File: config.mk
export PLATFORM = sky130hd
export DESIGN_NAME = onehot_sweep_decoder
export DESIGN_NICKNAME = d
export VERILOG_FILES = /design/src/rtl/decoder_pkg.sv /design/src/rtl/sweep_counter.sv /design/src/rtl/onehot_sweep_decoder.sv
export SDC_FILE = /design/constraint.sdc
export NUM_CORES = 1
export LEC_CHECK = 0
export CAP_MARGIN = 20
export CORE_UTILIZATION = 45
export DETAILED_ROUTE_END_ITERATION = 8
export GPL_ROUTABILITY_DRIVEN = 0
export GPL_TIMING_DRIVEN = 0
export HOLD_SLACK_MARGIN = 0.05
export PLACE_DENSITY = 0.73
export RECOVER_POWER = 25
export SLEW_MARGIN = 5
export SYNTH_ARGS = -nofsm -noshare
export SYNTH_HDL_FRONTEND = slang
export SYNTH_SLANG_ARGS = --single-unit
File: constraint.sdc
create_clock -name clk -period 2.7 [get_ports clk]
set_input_delay 0.54 -clock clk [delete_from_list [all_inputs] [get_ports clk]]
set_output_delay 0.54 -clock clk [all_outputs]
set_load 0.005 [all_outputs]
File: src/rtl/decoder_pkg.sv
// rtl/decoder_pkg.sv - shared decoder types and one-hot helper
//
// Purpose: state and mode enumerations for the sweep decoder family, plus a
//          bounded one-hot helper shared with other decoders.
// Ports:   none (package).
package decoder_pkg;

  typedef enum logic [1:0] {IDLE, SWEEP, DONE} dec_state_t;
  typedef enum logic {DEC_LEVEL, DEC_PULSE} dec_mode_t;

  // Widest output vector the helper can build; callers truncate to their width.
  localparam int ONEHOT_MAX_W = 64;

  // Returns 1<<idx when idx addresses one of n lines, otherwise all zeros.
  function automatic logic [ONEHOT_MAX_W-1:0] onehot(input int unsigned idx,
                                                     input int unsigned n);
    logic [ONEHOT_MAX_W-1:0] v;
    v = '0;
    if ((idx < n) && (idx < ONEHOT_MAX_W)) v = ONEHOT_MAX_W'(1) << idx;
    return v;
  endfunction

endpackage

File: src/rtl/sweep_counter.sv
// rtl/sweep_counter.sv - saturating line index for the all-lines sweep
//
// Purpose: holds the index of the line currently driven by the sweep.
// Ports:   clk, rst_n (async, active-low)
//          clear - reset idx to 0 (sweep entry), wins over inc
//          inc   - advance idx; holds at the last line, never wraps
//          idx   - current line index
//          last  - idx addresses the final line (NUM_OUT-1)
module sweep_counter #(
  parameter int NUM_OUT = 8,
  parameter int IDX_W   = 3
) (
  input  logic             clk,
  input  logic             rst_n,
  input  logic             clear,
  input  logic             inc,
  output logic [IDX_W-1:0] idx,
  output logic             last
);

  assign last = (idx == IDX_W'(NUM_OUT - 1));

  always_ff @(posedge clk or negedge rst_n) begin
    if (!rst_n) begin
      idx <= '0;
    end else if (clear) begin
      idx <= '0;
    end else if (inc && !last) begin
      idx <= idx + 1'b1;
    end
  end

endmodule

File: src/rtl/onehot_sweep_decoder.sv
// rtl/onehot_sweep_decoder.sv - registered one-hot decoder with sweep engine
//
// Purpose: registered N-line one-hot decoder (level or pulse mode) with a
//          built-in sweep that asserts every line once, in order, for
//          flush/invalidate-all style operations.
// Ports:   clk, rst_n (async, active-low)
//          enable, sel, pulse_mode - decode request, line index, mode select
//          sweep_start             - start an all-lines sweep (sampled in IDLE)
//          out                     - registered zero-or-one-hot line enables
//          sweep_busy              - high while the sweep drives out
//          sweep_done              - one-cycle pulse after the last sweep line
//          sel_err                 - out-of-range decode request flag
// Build:   define DECODE_ERR_EN to add the sel_err port and its logic.
module onehot_sweep_decoder
  import decoder_pkg::*;
#(
  parameter int SEL_W   = 3,
  parameter int NUM_OUT = 2 ** SEL_W
) (
  input  logic               clk,
  input  logic               rst_n,
  input  logic               enable,
  input  logic [SEL_W-1:0]   sel,
  input  logic               pulse_mode,
  input  logic               sweep_start,
  output logic [NUM_OUT-1:0] out,
  output logic               sweep_busy,
  output logic               sweep_done
`ifdef DECODE_ERR_EN
  ,
  output logic               sel_err
`endif
);

  localparam int IDX_W = (NUM_OUT > 1) ? $clog2(NUM_OUT) : 1;

  if ((NUM_OUT < 2) || (NUM_OUT > (2 ** SEL_W)) || (NUM_OUT > ONEHOT_MAX_W)) begin : g_param_err
    $error("onehot_sweep_decoder: NUM_OUT must lie in 2..2**SEL_W");
  end

  dec_state_t         state, state_d;
  dec_mode_t          mode;
  logic               enable_q;
  logic               dec_req;
  logic               sel_ok;
  logic [NUM_OUT-1:0] out_d;
  logic               cnt_clear, cnt_inc, cnt_last;
  logic [IDX_W-1:0]   idx;

  assign mode = dec_mode_t'(pulse_mode);

  // Pulse mode only fires on the rising edge of enable; enable_q tracks enable
  // in every state, so an enable held through a sweep cannot fire afterwards.
  assign dec_req = (mode == DEC_PULSE) ? (enable & ~enable_q) : enable;
  assign sel_ok  = (int'(sel) < NUM_OUT);

  sweep_counter #(
    .NUM_OUT (NUM_OUT),
    .IDX_W   (IDX_W)
  ) u_sweep_counter (
    .clk   (clk),
    .rst_n (rst_n),
    .clear (cnt_clear),
    .inc   (cnt_inc),
    .idx   (idx),
    .last  (cnt_last)
  );

`ifdef DECODE_ERR_EN
  logic sel_err_d;
`endif

  always_comb begin
    state_d   = state;
    out_d     = '0;
    cnt_clear = 1'b0;
    cnt_inc   = 1'b0;
`ifdef DECODE_ERR_EN
    sel_err_d = 1'b0;
`endif
    case (state)
      IDLE: begin
        // A sweep request takes priority; any decode in the same cycle is dropped.
        if (sweep_start) begin
          state_d   = SWEEP;
          cnt_clear = 1'b1;
          out_d     = NUM_OUT'(onehot(0, NUM_OUT));
        end else begin
          if (dec_req && sel_ok) out_d = NUM_OUT'(onehot(32'(sel), NUM_OUT));
`ifdef DECODE_ERR_EN
          sel_err_d = dec_req && !sel_ok;
`endif
        end
      end
      SWEEP: begin
        // out already shows line idx; preload the following line or finish.
        if (cnt_last) begin
          state_d = DONE;
        end else begin
          cnt_inc = 1'b1;
          out_d   = NUM_OUT'(onehot(32'(idx) + 32'd1, NUM_OUT));
        end
      end
      DONE:    state_d = IDLE;
      default: state_d = IDLE;
    endcase
  end

  always_ff @(posedge clk or negedge rst_n) begin
    if (!rst_n) begin
      state    <= IDLE;
      out      <= '0;
      enable_q <= 1'b0;
    end else begin
      state    <= state_d;
      out      <= out_d;
      enable_q <= enable;
    end
  end

`ifdef DECODE_ERR_EN
  always_ff @(posedge clk or negedge rst_n) begin
    if (!rst_n) sel_err <= 1'b0;
    else        sel_err <= sel_err_d;
  end
`endif

  assign sweep_busy = (state == SWEEP);
  assign sweep_done = (state == DONE);

endmodule
== Word-level counts from Yosys, hierarchy flattened ==
Cells that the tools add are included.

* Input port bits: 8
* Register bits: 14
* Word-level logic and storage cells: 38

* Eq/ne operators: 5
* Shift operators: 2
* Magnitude comparators: 2
* Add/sub/neg operators: 2
* Mux-type cells: 15
* Reduce and logical (&&, ||, !) cells: 6
* Bitwise operators: 2

{| class="wikitable"
|+ Operators by type and width
! cell !! count
|-
| 8-bit two-way mux || 4
|-
| 8-bit case mux with 2 select lines || 1
|-
| 1-bit by 3-bit << shifter with 8-bit output, first input constant || 1
|-
| 1-bit by 4-bit << shifter with 8-bit output, first input constant || 1
|-
| 4-bit by 7-bit less-than comparator with 1-bit output, second input constant || 1
|-
| 3-bit two-way mux || 2
|-
| 1-bit two-way mux || 5
|-
| 3-bit by 1-bit adder with 4-bit output, second input constant || 1
|-
| 4-bit less-than comparator, second input constant || 1
|-
| 2-bit two-way mux || 2
|-
| 2-bit case mux with 2 select lines || 1
|-
| 3-bit by 1-bit adder with 3-bit output, second input constant || 1
|-
| 3-bit equality test, second input constant || 1
|-
| 2-bit by 1-bit equality test with 1-bit output, second input constant || 1
|-
| 2-bit equality test, second input constant || 1
|-
| 1-bit logical AND || 2
|-
| 2-bit logical NOT || 1
|-
| 2-bit by 1-bit != test with 1-bit output, second input constant || 1
|-
| 2-bit != test, second input constant || 1
|-
| 2-bit AND reduction || 1
|-
| 2-bit nonzero test || 1
|-
| 1-bit AND || 1
|-
| 1-bit logical NOT || 1
|-
| 1-bit inverter || 1
|}

== Depth between registers and ports, before layout ==
Gate-level depths: netlist (run 1).

* Word-level depth: 6
* Depth in mapped cells: 5

== Hierarchy ==
From an unflattened synthesis (run 1), not the netlist that was laid out.

* Cells, all modules: 55
* Area total of the unflattened synthesis: 671.9 µm²

{| class="wikitable"
|+ By module, submodules not included
! module !! times used !! cells each !! seq. area each (µm²) !! area an instance (µm²)
|-
| onehot_sweep_decoder || 1 || 40 || 275.3 || 488.0
|-
| sweep_counter || 1 || 15 || 75.1 || 183.9
|}

== Least setup slack after synthesis (run 1) ==
Ideal clock, no wire load.

* Kind: reg-to-reg
* Start: register u_sweep_counter.idx[0]
* End: register out[6]
* Required time: 2.634 ns
* Setup time: 0.066 ns
* Cell stages (with the launch flop): 6
* Slack: 0.958 ns
* Arrival time: 1.676 ns
* Clock period less this slack: 1.742 ns
* Cell sequence: dfrtp_1 -> ha_1 -> ha_1 -> or4b_4 -> nor2_4 -> a22o_1

* Word-level cells in the longest chain between the ends: 6
* Elaborated cells between the ends (all ways): 9

{| class="wikitable"
|+ Ends and longest elaborated chain
! what !! RTL line !! text
|-
| from (decl) || sweep_counter.sv:17 || <nowiki>output logic [IDX_W-1:0] idx,</nowiki>
|-
| from (signal assigned) || sweep_counter.sv:29 || <nowiki>idx <= idx + 1'b1;</nowiki>
|-
| 3-bit by 1-bit adder with 4-bit output || onehot_sweep_decoder.sv:101 || <nowiki>out_d = NUM_OUT'(onehot(32'(idx) + 32'd1, NUM_OUT));</nowiki>
|-
| 4-bit by 7-bit less-than comparator with 1-bit output / 4-bit less-than comparator (equally long branches) || decoder_pkg.sv:19 || <nowiki>if ((idx < n) && (idx < ONEHOT_MAX_W)) v = ONEHOT_MAX_W'(1) << idx;</nowiki>
|-
| 1-bit logical AND || decoder_pkg.sv:19 ||
|-
| 8-bit two-way mux || decoder_pkg.sv:19 ||
|-
| 8-bit two-way mux * || onehot_sweep_decoder.sv:97 || <nowiki>if (cnt_last) begin</nowiki>
|-
| 8-bit case mux with 2 select lines * || onehot_sweep_decoder.sv:81 || <nowiki>case (state)</nowiki>
|-
| net out_d[6] || onehot_sweep_decoder.sv:46 || <nowiki>logic [NUM_OUT-1:0] out_d;</nowiki>
|-
| to (signal assigned) || onehot_sweep_decoder.sv:116 || <nowiki>out <= out_d;</nowiki>
|-
| to (decl) || onehot_sweep_decoder.sv:26 || <nowiki>output logic [NUM_OUT-1:0] out,</nowiki>
|}

Mark *: on every way through the listed nets, which the timed path passes. The rest lies on a longest branch.
A chain may end at the register's enable or synchronous reset.

== Worst setup path in the final report (run 1) ==
* Start: register state[1]
* End: output port sweep_busy

* Word-level cells in the longest chain between the ends: 1

{| class="wikitable"
|+ Ends and longest elaborated chain
! what !! RTL line !! text
|-
| from (decl) || onehot_sweep_decoder.sv:41 || <nowiki>dec_state_t state, state_d;</nowiki>
|-
| from (signal assigned) || onehot_sweep_decoder.sv:115 || <nowiki>state <= state_d;</nowiki>
|-
| 2-bit by 1-bit equality test with 1-bit output || onehot_sweep_decoder.sv:128 || <nowiki>assign sweep_busy = (state == SWEEP);</nowiki>
|-
| to (decl) || onehot_sweep_decoder.sv:27 || <nowiki>output logic sweep_busy,</nowiki>
|}

Every way passes these cells.

==> impl_metrics.py, run 1 <==
metrics = {
    "floorplanning": {
        "num_rows": 14,
        "pin_count": 18,
        "die_h_um": 43.1,
        "core_mm2": 0.00154,
        "initial_core_util_pct": 49.2,
        "die-width_um": 43.1,
        "dieArea_mm2": 0.00185,
    },
    "global_routing": {
        "grt_max_degree": 15,
        "antenna_found_initial": 0,
        "grt_pass1_vias": 572,
        "grt_overflow": 0,
        "grt_first_pass_wirelength_um": 2570,
        "grt_use_total_pct": 19.4,
    },
    "critical_path": {
        "reg2reg_from": "u_sweep_counter.idx[1]",
        "cp-startpoint": "state[1]",
        "worst-setup-path-type": "flop to output pin",
        "startpoint_type": "flop",
        "worstPathMaxFanout": 9,
        "cp-end-kind": "output pin",
        "cp.arrival_ps": 1530,
        "required_ps": 2160,
    },
    "pwr": {
        "max-vdd-ir-drop_mv": 0.559,
        "total_leakage_power_nw": 0.444,
        "cellPowerDensity_mw_per_mm2": 936,
    },
    "sta": {
        "clock_skew_ps": 0.616,
        "rsz0062_at_grt": "no",
        "whs_ps": 579,
        "tns_ps": 0,
        "fmax_mhz": 484,
        "fin_crit_sh_pct": 76.5,
        "setup_viol": 0,
        "relSlewSlack_pct": 58.4,
        "fin_crit_ps": 2070,
        "final_hold_viol_count": 0,
        "worst_slew_pin_slew_ps": 622,
        "setup_ws_ps": 634,
        "finalMaxSlewViolations": 0,
    },
    "drt": {
        "drt-pass1-iter-count": 4,
        "wl_per_cell_um": 13.4,
        "drt-initial-drc-count": 7,
        "ant_nets": 0,
        "vias": 570,
        "post_drt_via_cell_ratio": 5.59,
        "drc": 0,
        "wl_um": 1370,
    },
    "synthesis": {
        "synth-seq-area-share_pct": 46.2,
        "synthSimpleGateAreaFrac_pct": 18.3,
        "synthTopCellsByCount": "14 x dfrtp_1, 7 x a22o_1, 7 x ha_1",
        "synth_cell_types": 28,
        "yosys.area.top_type_share_pct": 46.2,
        "synth_top_family_by_area": "simple AND/OR/NAND/NOR gates",
        "syn_nets": 81,
        "synthAdderAreaFrac_pct": 11.6,
        "synth.area.mux_share_pct": 1.49,
        "synth_top_area_cell": "dfrtp_1",
        "synthXorXnorAreaFrac_pct": 0,
        "synth_edf_count": 0,
        "yosysMostFrequentCell": "dfrtp_1",
        "synth_area_per_cell_um2": 11.5,
        "netlist_area_um2": 758,
        "yosys_register_bits": 14,
        "ys.flop_type": "dfrtp_1",
        "yosys_warnings": 0,
        "synth-async-reset-ratio_pct": 100,
        "synth_compound_area_share_pct": 17.8,
        "synth_area_leaders": "dfrtp_1 46%, ha_1 12%, a22o_1 8.1%, a32o_1 2.6%, inv_1 2.5%",
        "syn_inst": 66,
    },
    "placed_design": {
        "hpwl_um": 1050,
        "pre_cts_slack_ps": 848,
        "place_inst": 99,
        "port_buffers": 17,
    },
    "cts": {
        "clock_path_buffers": 2,
        "cts_tree": "built",
        "clkSlewWorstSetupHoldPaths_ps": 80,
        "cts_root_buf": "clkbuf_4",
        "holdBufCountCts": 0,
        "cts_buffers": 3,
        "ctsResizeCount": 0,
        "cts.sinks": 14,
        "cts_setup_buffers": 0,
        "clkLatencyLatePin_ps": 270,
        "htreeDepth": 1,
    },
    "cells_and_area": {
        "fillCellCount": 138,
        "antenna_cells": 0,
        "final_nets": 103,
        "drive_gt1_share_pct": 11.6,
        "post-route-util_pct": 63.0,
        "synthToLayoutAreaGrowth_pct": 28.1,
        "final_cells": 102,
    },
    "worst_hold_path": {
        "hp-class": "flop to flop",
        "hold_start": "state[1]",
    },
    "job": {
        "maxCapViolCount": 0,
    },
    "status": {
        "status": "complete, no violations",
    },
}
-- state kept, by name, summed over array words and instances (netlist names) --
name and count:
state 2, u_sweep_counter.idx 3, out 8, enable_q 1
-- routing by layer --
metal  vias up  track usage (%)  wire, µm
met5         -                0         0
met4         0             12.7        14
met3         2             5.53        58
met2        16             27.6       595
met1       266             25.5       699
li1        286                -         -
-- layout make-up --
| class | instances | area [µm²] | area share, % |
|---|---|---|---|
| flip-flops and latches | 14 | 350 | 36.1 |
| clock buffers | 3 | 22.5 | 2.32 |
| multi-input cells | 45 | 373 | 38.4 |
| plain buffers | 2 | 16.3 | 1.68 |
| repair buffers | 17 | 170 | 17.5 |
| inverters | 5 | 18.8 | 1.93 |
| well taps | 16 | 20.0 | 2.06 |
-- per-stage QoR --
step | power [W] | cell area (µm²)
after floorplan | 0.000626 | 758
after global placement | 0.000794 | 948
final | 0.000909 | 971
after detailed placement | 0.000802 | 948
after CTS | 0.000916 | 971
after global routing | 0.000998 | 971
-- power by group --
group	switching [W]	internal (W)	leakage, nW
combinational	0.000202	0.000270	0.248
sequential	0.0000415	0.000284	0.182
clock	0.0000601	0.0000516	0.0138
-- layout by cell type, fill, tap and decap left out, types with 2 or more instances in the layout --
master,n
a22o_1,7
dlygate4sd3_1,2
nand2_1,2
nor2_1,3
clkdlybuf4s50_1,15
nor3_1,2
dfrtp_1,14
nand2b_1,2
a32o_1,2
inv_1,5
clkbuf_4,3
ha_1,7
and2_1,2
o2bb2ai_1,2
nor3b_1,2
-- critical path: stages, from the launching register on --
cell	delay [ps]
dfrtp_1	390
buf_6	140
and2b_1	230
clkdlybuf4s50_1	510
-- final timing paths --
check	to	slack [ps]	cells past startpoint
setup / recovery	sweep_busy	630	3
hold / removal	state[0]	580	2
setup reg to reg	out[7]	820	5
hold reg to reg	state[0]	580	2
max in group asynchronous	out[3]	1580	1
min in group asynchronous	state[1]	720	1
-- cell families after synthesis --
group	count (synthesis)
and+or+nand+nor	21
AOI/OAI and AO/OA	16
DFF	14
buffers and inverters	7
adders and majority gates	7
muxes	1
Note: power is estimated with default switching activity, not from simulation.
==> run 2, diff against run 1 <==
Settings changed: CORE_UTILIZATION 45 to 43.
Clock period 2.7 ns to 1.8 ns, I/O delays scaled along.
==> run 2 against run 1 <==
Net effect:
- sequential cell count is the same
- worst hold slack worse by 42 ps
- clock skew up 0.79 ps
- routed wire length is 9.5% higher
- sequential power up 45%
==> impl_metrics.py, run 2 (synthesis gave the netlist of run 1 again) <==
metrics = {
    "critical_path": {
        "reg2reg_from": "u_sweep_counter.idx[1]",
        "startpoint_type": "flop",
        "worst-setup-path-type": "flop to flop",
        "worst_r2r_endpoint": "out[7]",
        "cp-end-kind": "flop",
        "cp.arrival_ps": 1920,
        "reg2reg_slack_ps": 80,
        "worstPathMaxFanout": 3,
        "rr_worst_depth": 5,
        "required_ps": 1990,
    },
    "sta": {
        "finalMaxSlewViolations": 0,
        "final_hold_viol_count": 0,
        "rsz0062_at_grt": "no",
        "fin_crit_ps": 1720,
        "fmax_mhz": 580,
        "relSlewSlack_pct": 59.3,
        "clock_skew_ps": 1.40,
        "fin_crit_sh_pct": 95.8,
        "whs_ps": 537,
        "worst_slew_pin_slew_ps": 608,
        "setup_viol": 0,
    },
    "cts": {
        "cts.sinks": 14,
        "htreeDepth": 1,
        "clock_path_buffers": 2,
        "clkSlewWorstSetupHoldPaths_ps": 80,
        "cts_root_buf": "clkbuf_4",
        "holdBufCountCts": 0,
        "clkLatencyLatePin_ps": 270,
        "cts_tree": "built",
        "cts_buffers": 3,
    },
    "pwr": {
        "combPwrFrac_pct": 56.3,
        "total_leakage_power_nw": 0.473,
        "switching_share_pct": 33.7,
        "cellPowerDensity_mw_per_mm2": 1440,
        "clkPwrFrac_pct": 11.4,
        "p_int_w": 0.000967,
        "netSwitchingPower_w": 0.000492,
        "power_frac_seq_pct": 32.2,
        "max-vdd-ir-drop_mv": 0.650,
        "design_power_total_w": 0.00146,
    },
    "floorplanning": {
        "dieArea_mm2": 0.00194,
        "num_rows": 14,
        "die-width_um": 44.0,
        "pin_count": 18,
        "die_h_um": 44.0,
        "core_mm2": 0.00158,
        "initial_core_util_pct": 48.1,
    },
    "drt": {
        "top_layer_used": "met4",
        "wl_per_cell_um": 14.3,
        "post_drt_via_cell_ratio": 5.61,
        "vias": 589,
        "drt-pass1-iter-count": 7,
        "wl_um": 1500,
        "drc": 0,
        "ant_nets": 0,
        "drt-initial-drc-count": 9,
        "dr_wl_met3_um": 55,
        "wl_met2_um": 776,
        "met1Wirelength_um": 647,
    },
    "cells_and_area": {
        "final_nets": 106,
        "layout_commonest_cell": "dfrtp_1",
        "largest_reg_flops": 8,
        "reg_top3": "out x8, u_sweep_counter.idx x3, state x2",
        "top_register": "out",
        "drive_gt1_share_pct": 18.0,
        "layout_common_cells": "14 x dfrtp_1, 13 x clkdlybuf4s50_1, 7 x a22o_1",
        "synthToLayoutAreaGrowth_pct": 33.8,
        "antenna_cells": 0,
    },
    "global_routing": {
        "grt_first_pass_wirelength_um": 2530,
        "grt_overflow": 0,
        "grt_use_total_pct": 18.4,
        "grt_max_degree": 15,
        "grt_pass1_vias": 569,
        "antenna_found_initial": 0,
    },
    "placed_design": {
        "port_buffers": 17,
        "hpwl_um": 1060,
    },
    "status": {
        "status": "complete, no violations",
    },
    "job": {
        "maxCapViolCount": 0,
    },
    "worst_hold_path": {
        "hp-class": "input pin to async pin",
    },
}
[run 2: cell types whose count changed in the layout (fill, tap and decap cells not counted), sizes merged]
cell           before  now
buf                 2    5
clkdlybuf4s50      15   13
dlygate4sd2         0    1
dlymetal6s2s        0    1
[run 2: through the flow]
step                      TNS [ps]  std cells  worst slack (ps)  util [%]  area, µm²
after floorplan                  0         66              58.4         -        758
after global placement       -76.1         99             -26.6      60.2        948
after detailed placement      -155         99             -62.5      60.2        948
after CTS                        0        104             0.137      62.8        990
after global routing             0        105              31.7      64.4       1010
final                            0        105              76.3      64.4       1010
[run 2: worst max path at each step]
stage,startpoint,end,slack (ps),cells after the start
after global routing,u_sweep_counter.idx[1],out[7],30,5
after floorplan,u_sweep_counter.idx[0],out[6],60,5
after global placement,u_sweep_counter.idx[1],out[7],-30,5
after detailed placement,u_sweep_counter.idx[0],out[7],-60,5
after CTS,state[0],sweep_done,0.1,3
final,u_sweep_counter.idx[1],out[7],80,5
[run 2: power by group through the flow]
stage	sequential [W]	combinational, W	clock [W]
2_1_floorplan	0.000493	0.000446	0
3_3_place_gp	0.000490	0.000701	0
3_5_place_dp	0.000494	0.000715	0
4_1_cts	0.000471	0.000776	0.000175
5_1_grt	0.000482	0.000904	0.000194
6_report	0.000470	0.000822	0.000167
[run 2: critical path, stage by stage, from the launching register on]
cell       delay, ps
dfrtp_1          400
ha_2             220
ha_4             220
or4b_4           530
nor2_4           150
o2bb2ai_1        130
[run 2: area by class of cell]
cell class / count / area, µm²
fillers: 131 / 562
inverters: 5 / 18.8
well taps: 16 / 20.0
multi-input cells: 45 / 390
repair buffers: 20 / 194
flip-flops and latches: 14 / 350
clock buffers: 3 / 22.5
plain buffers: 2 / 18.8
[run 2: per-layer routing]
layer	vias up	GRT usage (%)
met5	-	0
met4	0	10.9
li1	286	-
met2	18	30.1
met1	283	22.0
met3	2	4.17
[run 2: what timing repair did]
item | 4_1_cts | 5_1_grt
endpoints found under the hold margin | 0 | 0
setup buffers | 2 | 1
resized for setup | 3 | 3
pin swaps | 0 | 3
setup endpoints to repair | 5 | 4
==> run 3, diff against run 2 <==
Settings changed: CORE_UTILIZATION 43 to 45, DONT_BUFFER_PORTS set to 1, PLACE_DENSITY 0.73 to 0.62.
==> run 3 against run 2 <==
Net effect:
- first-iteration DRC count unchanged
- non-clock buffer count decreased by 14
- setup slack improved by 28 ps
- critical path depth unchanged
- clock skew increased by 4.0 ps
- critical endpoint unchanged
==> impl_metrics.py, run 3 (synthesis gave the netlist of run 1 again) <==
metrics = {
    "drt": {
        "post_drt_via_cell_ratio": 5.93,
        "vias": 540,
        "drc": 0,
        "ant_nets": 0,
        "wl_um": 1420,
        "wl_per_cell_um": 15.6,
        "drt-initial-drc-count": 9,
        "drt-pass1-iter-count": 4,
    },
    "placed_design": {
        "placed_area_um2": 778,
        "port_buffers": 0,
        "hpwl_um": 972,
        "place_inst": 82,
        "pre_cts_slack_ps": -43.9,
    },
    "sta": {
        "finalMaxSlewViolations": 0,
        "relSlewSlack_pct": 59.2,
        "fin_crit_ps": 1700,
        "fmax_mhz": 590,
        "setup_viol": 0,
        "setup_ws_ps": 105,
        "tns_ps": 0,
        "clock_skew_ps": 5.42,
        "fin_crit_sh_pct": 94.2,
        "final_hold_viol_count": 0,
        "worst_slew_pin_slew_ps": 607,
        "rsz0062_at_grt": "no",
    },
    "global_routing": {
        "grt_pass1_vias": 486,
        "antenna_found_initial": 0,
        "grt_first_pass_wirelength_um": 2280,
        "grt_use_total_pct": 17.3,
        "grt_max_degree": 15,
        "grt_overflow": 0,
    },
    "cells_and_area": {
        "antenna_cells": 0,
        "synthToLayoutAreaGrowth_pct": 14.2,
        "layout_common_cells": "14 x dfrtp_1, 7 x a22o_1, 5 x inv_1, 5 x buf_4, 4 x ha_1",
        "post-route-util_pct": 56.2,
        "largest_reg_flops": 8,
        "stdcell_area_um2": 866,
        "fillCellCount": 135,
        "final_cells": 91,
        "drive_gt1_share_pct": 24.0,
        "top_register": "out",
        "final_nets": 92,
        "reg_top3": "out x8, u_sweep_counter.idx x3, state x2",
        "layout_commonest_cell": "dfrtp_1",
    },
    "cts": {
        "htreeDepth": 1,
        "cts_root_buf": "clkbuf_4",
        "cts_buffers": 3,
        "clkLatencyLatePin_ps": 280,
        "clkSlewWorstSetupHoldPaths_ps": 70,
        "clock_path_buffers": 2,
        "cts_tree": "built",
        "cts.sinks": 14,
    },
    "critical_path": {
        "cp.arrival_ps": 1900,
        "required_ps": 2010,
        "worstPathMaxFanout": 3,
        "cp_top_family": "simple AND/OR/NAND/NOR gates",
        "crit_slowest_cell": "or4b_4",
        "max_stage_delay_ps": 540,
        "startpoint_type": "flop",
        "worstPathCellList": "ha_2, ha_4, or4b_4, nor2_4, o2bb2ai_1",
        "worst-setup-path-type": "flop to flop",
        "cp-end-kind": "flop",
        "cp_num_buf_inv": 0,
    },
    "pwr": {
        "p_int_w": 0.000857,
        "power_frac_seq_pct": 36.6,
        "cellPowerDensity_mw_per_mm2": 1530,
        "netSwitchingPower_w": 0.000466,
        "max-vdd-ir-drop_mv": 0.783,
        "clkPwrFrac_pct": 13.3,
        "total_leakage_power_nw": 0.404,
        "switching_share_pct": 35.3,
        "combPwrFrac_pct": 50.2,
    },
    "floorplanning": {
        "initial_core_util_pct": 49.2,
        "dieArea_mm2": 0.00185,
        "num_rows": 14,
        "pin_count": 18,
        "die_h_um": 43.1,
        "die-width_um": 43.1,
        "core_mm2": 0.00154,
    },
    "status": {
        "status": "complete, no violations",
    },
    "worst_hold_path": {
        "hp-class": "input pin to flop",
    },
    "job": {
        "maxCapViolCount": 0,
    },
}
==> run 3: worst register-to-register path, stage by stage (launching register included) <==
cell and delay, ps:
dfrtp_1 400, ha_2 210, ha_4 220, or4b_4 540, nor2_4 150, o2bb2ai_1 120
==> run 3: path summary, 6_finish.rpt <==
kind,startpoint,endpoint,slack (ps),cells past startpoint
max in group asynchronous,rst_n,out[3],880,1
setup / recovery,u_sweep_counter.idx[1],out[7],100,5
hold / removal,enable,enable_q,100,0
hold reg to reg,state[1],state[0],570,2
min in group asynchronous,rst_n,out[0],520,1
setup reg to reg,u_sweep_counter.idx[1],out[7],100,5
==> run 3: power groups by stage <==
stage | sequential [W] | combinational (W) | clock [W]
after CTS | 0.000483 | 0.000594 | 0.000176
after global placement | 0.000505 | 0.000525 | 0
after global routing | 0.000500 | 0.000737 | 0.000194
after detailed placement | 0.000508 | 0.000530 | 0
final | 0.000484 | 0.000664 | 0.000176
after floorplan | 0.000493 | 0.000446 | 0
==> run 3: layer usage <==
metal	wire length [µm]	up-vias	GRT usage, %	part of all wire, %
met5	0	-	0	0
met4	61	0	10.9	4.3
met3	51	5	4.26	3.6
met2	671	15	26.4	47
met1	639	262	21.6	45
li1	-	258	-	-
==> run 3: repair_timing <==
action                                 4_1_cts  5_1_grt
hold buffers                                 1        0
pin swaps                                    0        2
resized for setup                            0        3
setup endpoints to repair                    3        3
buffers inserted                             2        3
endpoints found under the hold margin       14        0
==> run 3: metrics by stage <==
step / total power [W] / hold WS (ps)
6_report: 0.00132 / 105
5_1_grt: 0.00143 / 82.7
4_1_cts: 0.00125 / 101
3_5_place_dp: 0.00104 / 64.7
3_3_place_gp: 0.00103 / 64.7
2_1_floorplan: 0.000939 / 64.4
==> run 3: cell type report <==
type,count,area [µm²],area share (%)
clock buffer,3,22.5,2.60
sequential,14,350,40.5
buffer,2,16.3,1.88
timing repair buffer,6,47.5,5.49
multi-input combinational,45,390,45.1
tap,16,20.0,2.31
inverter,5,18.8,2.17
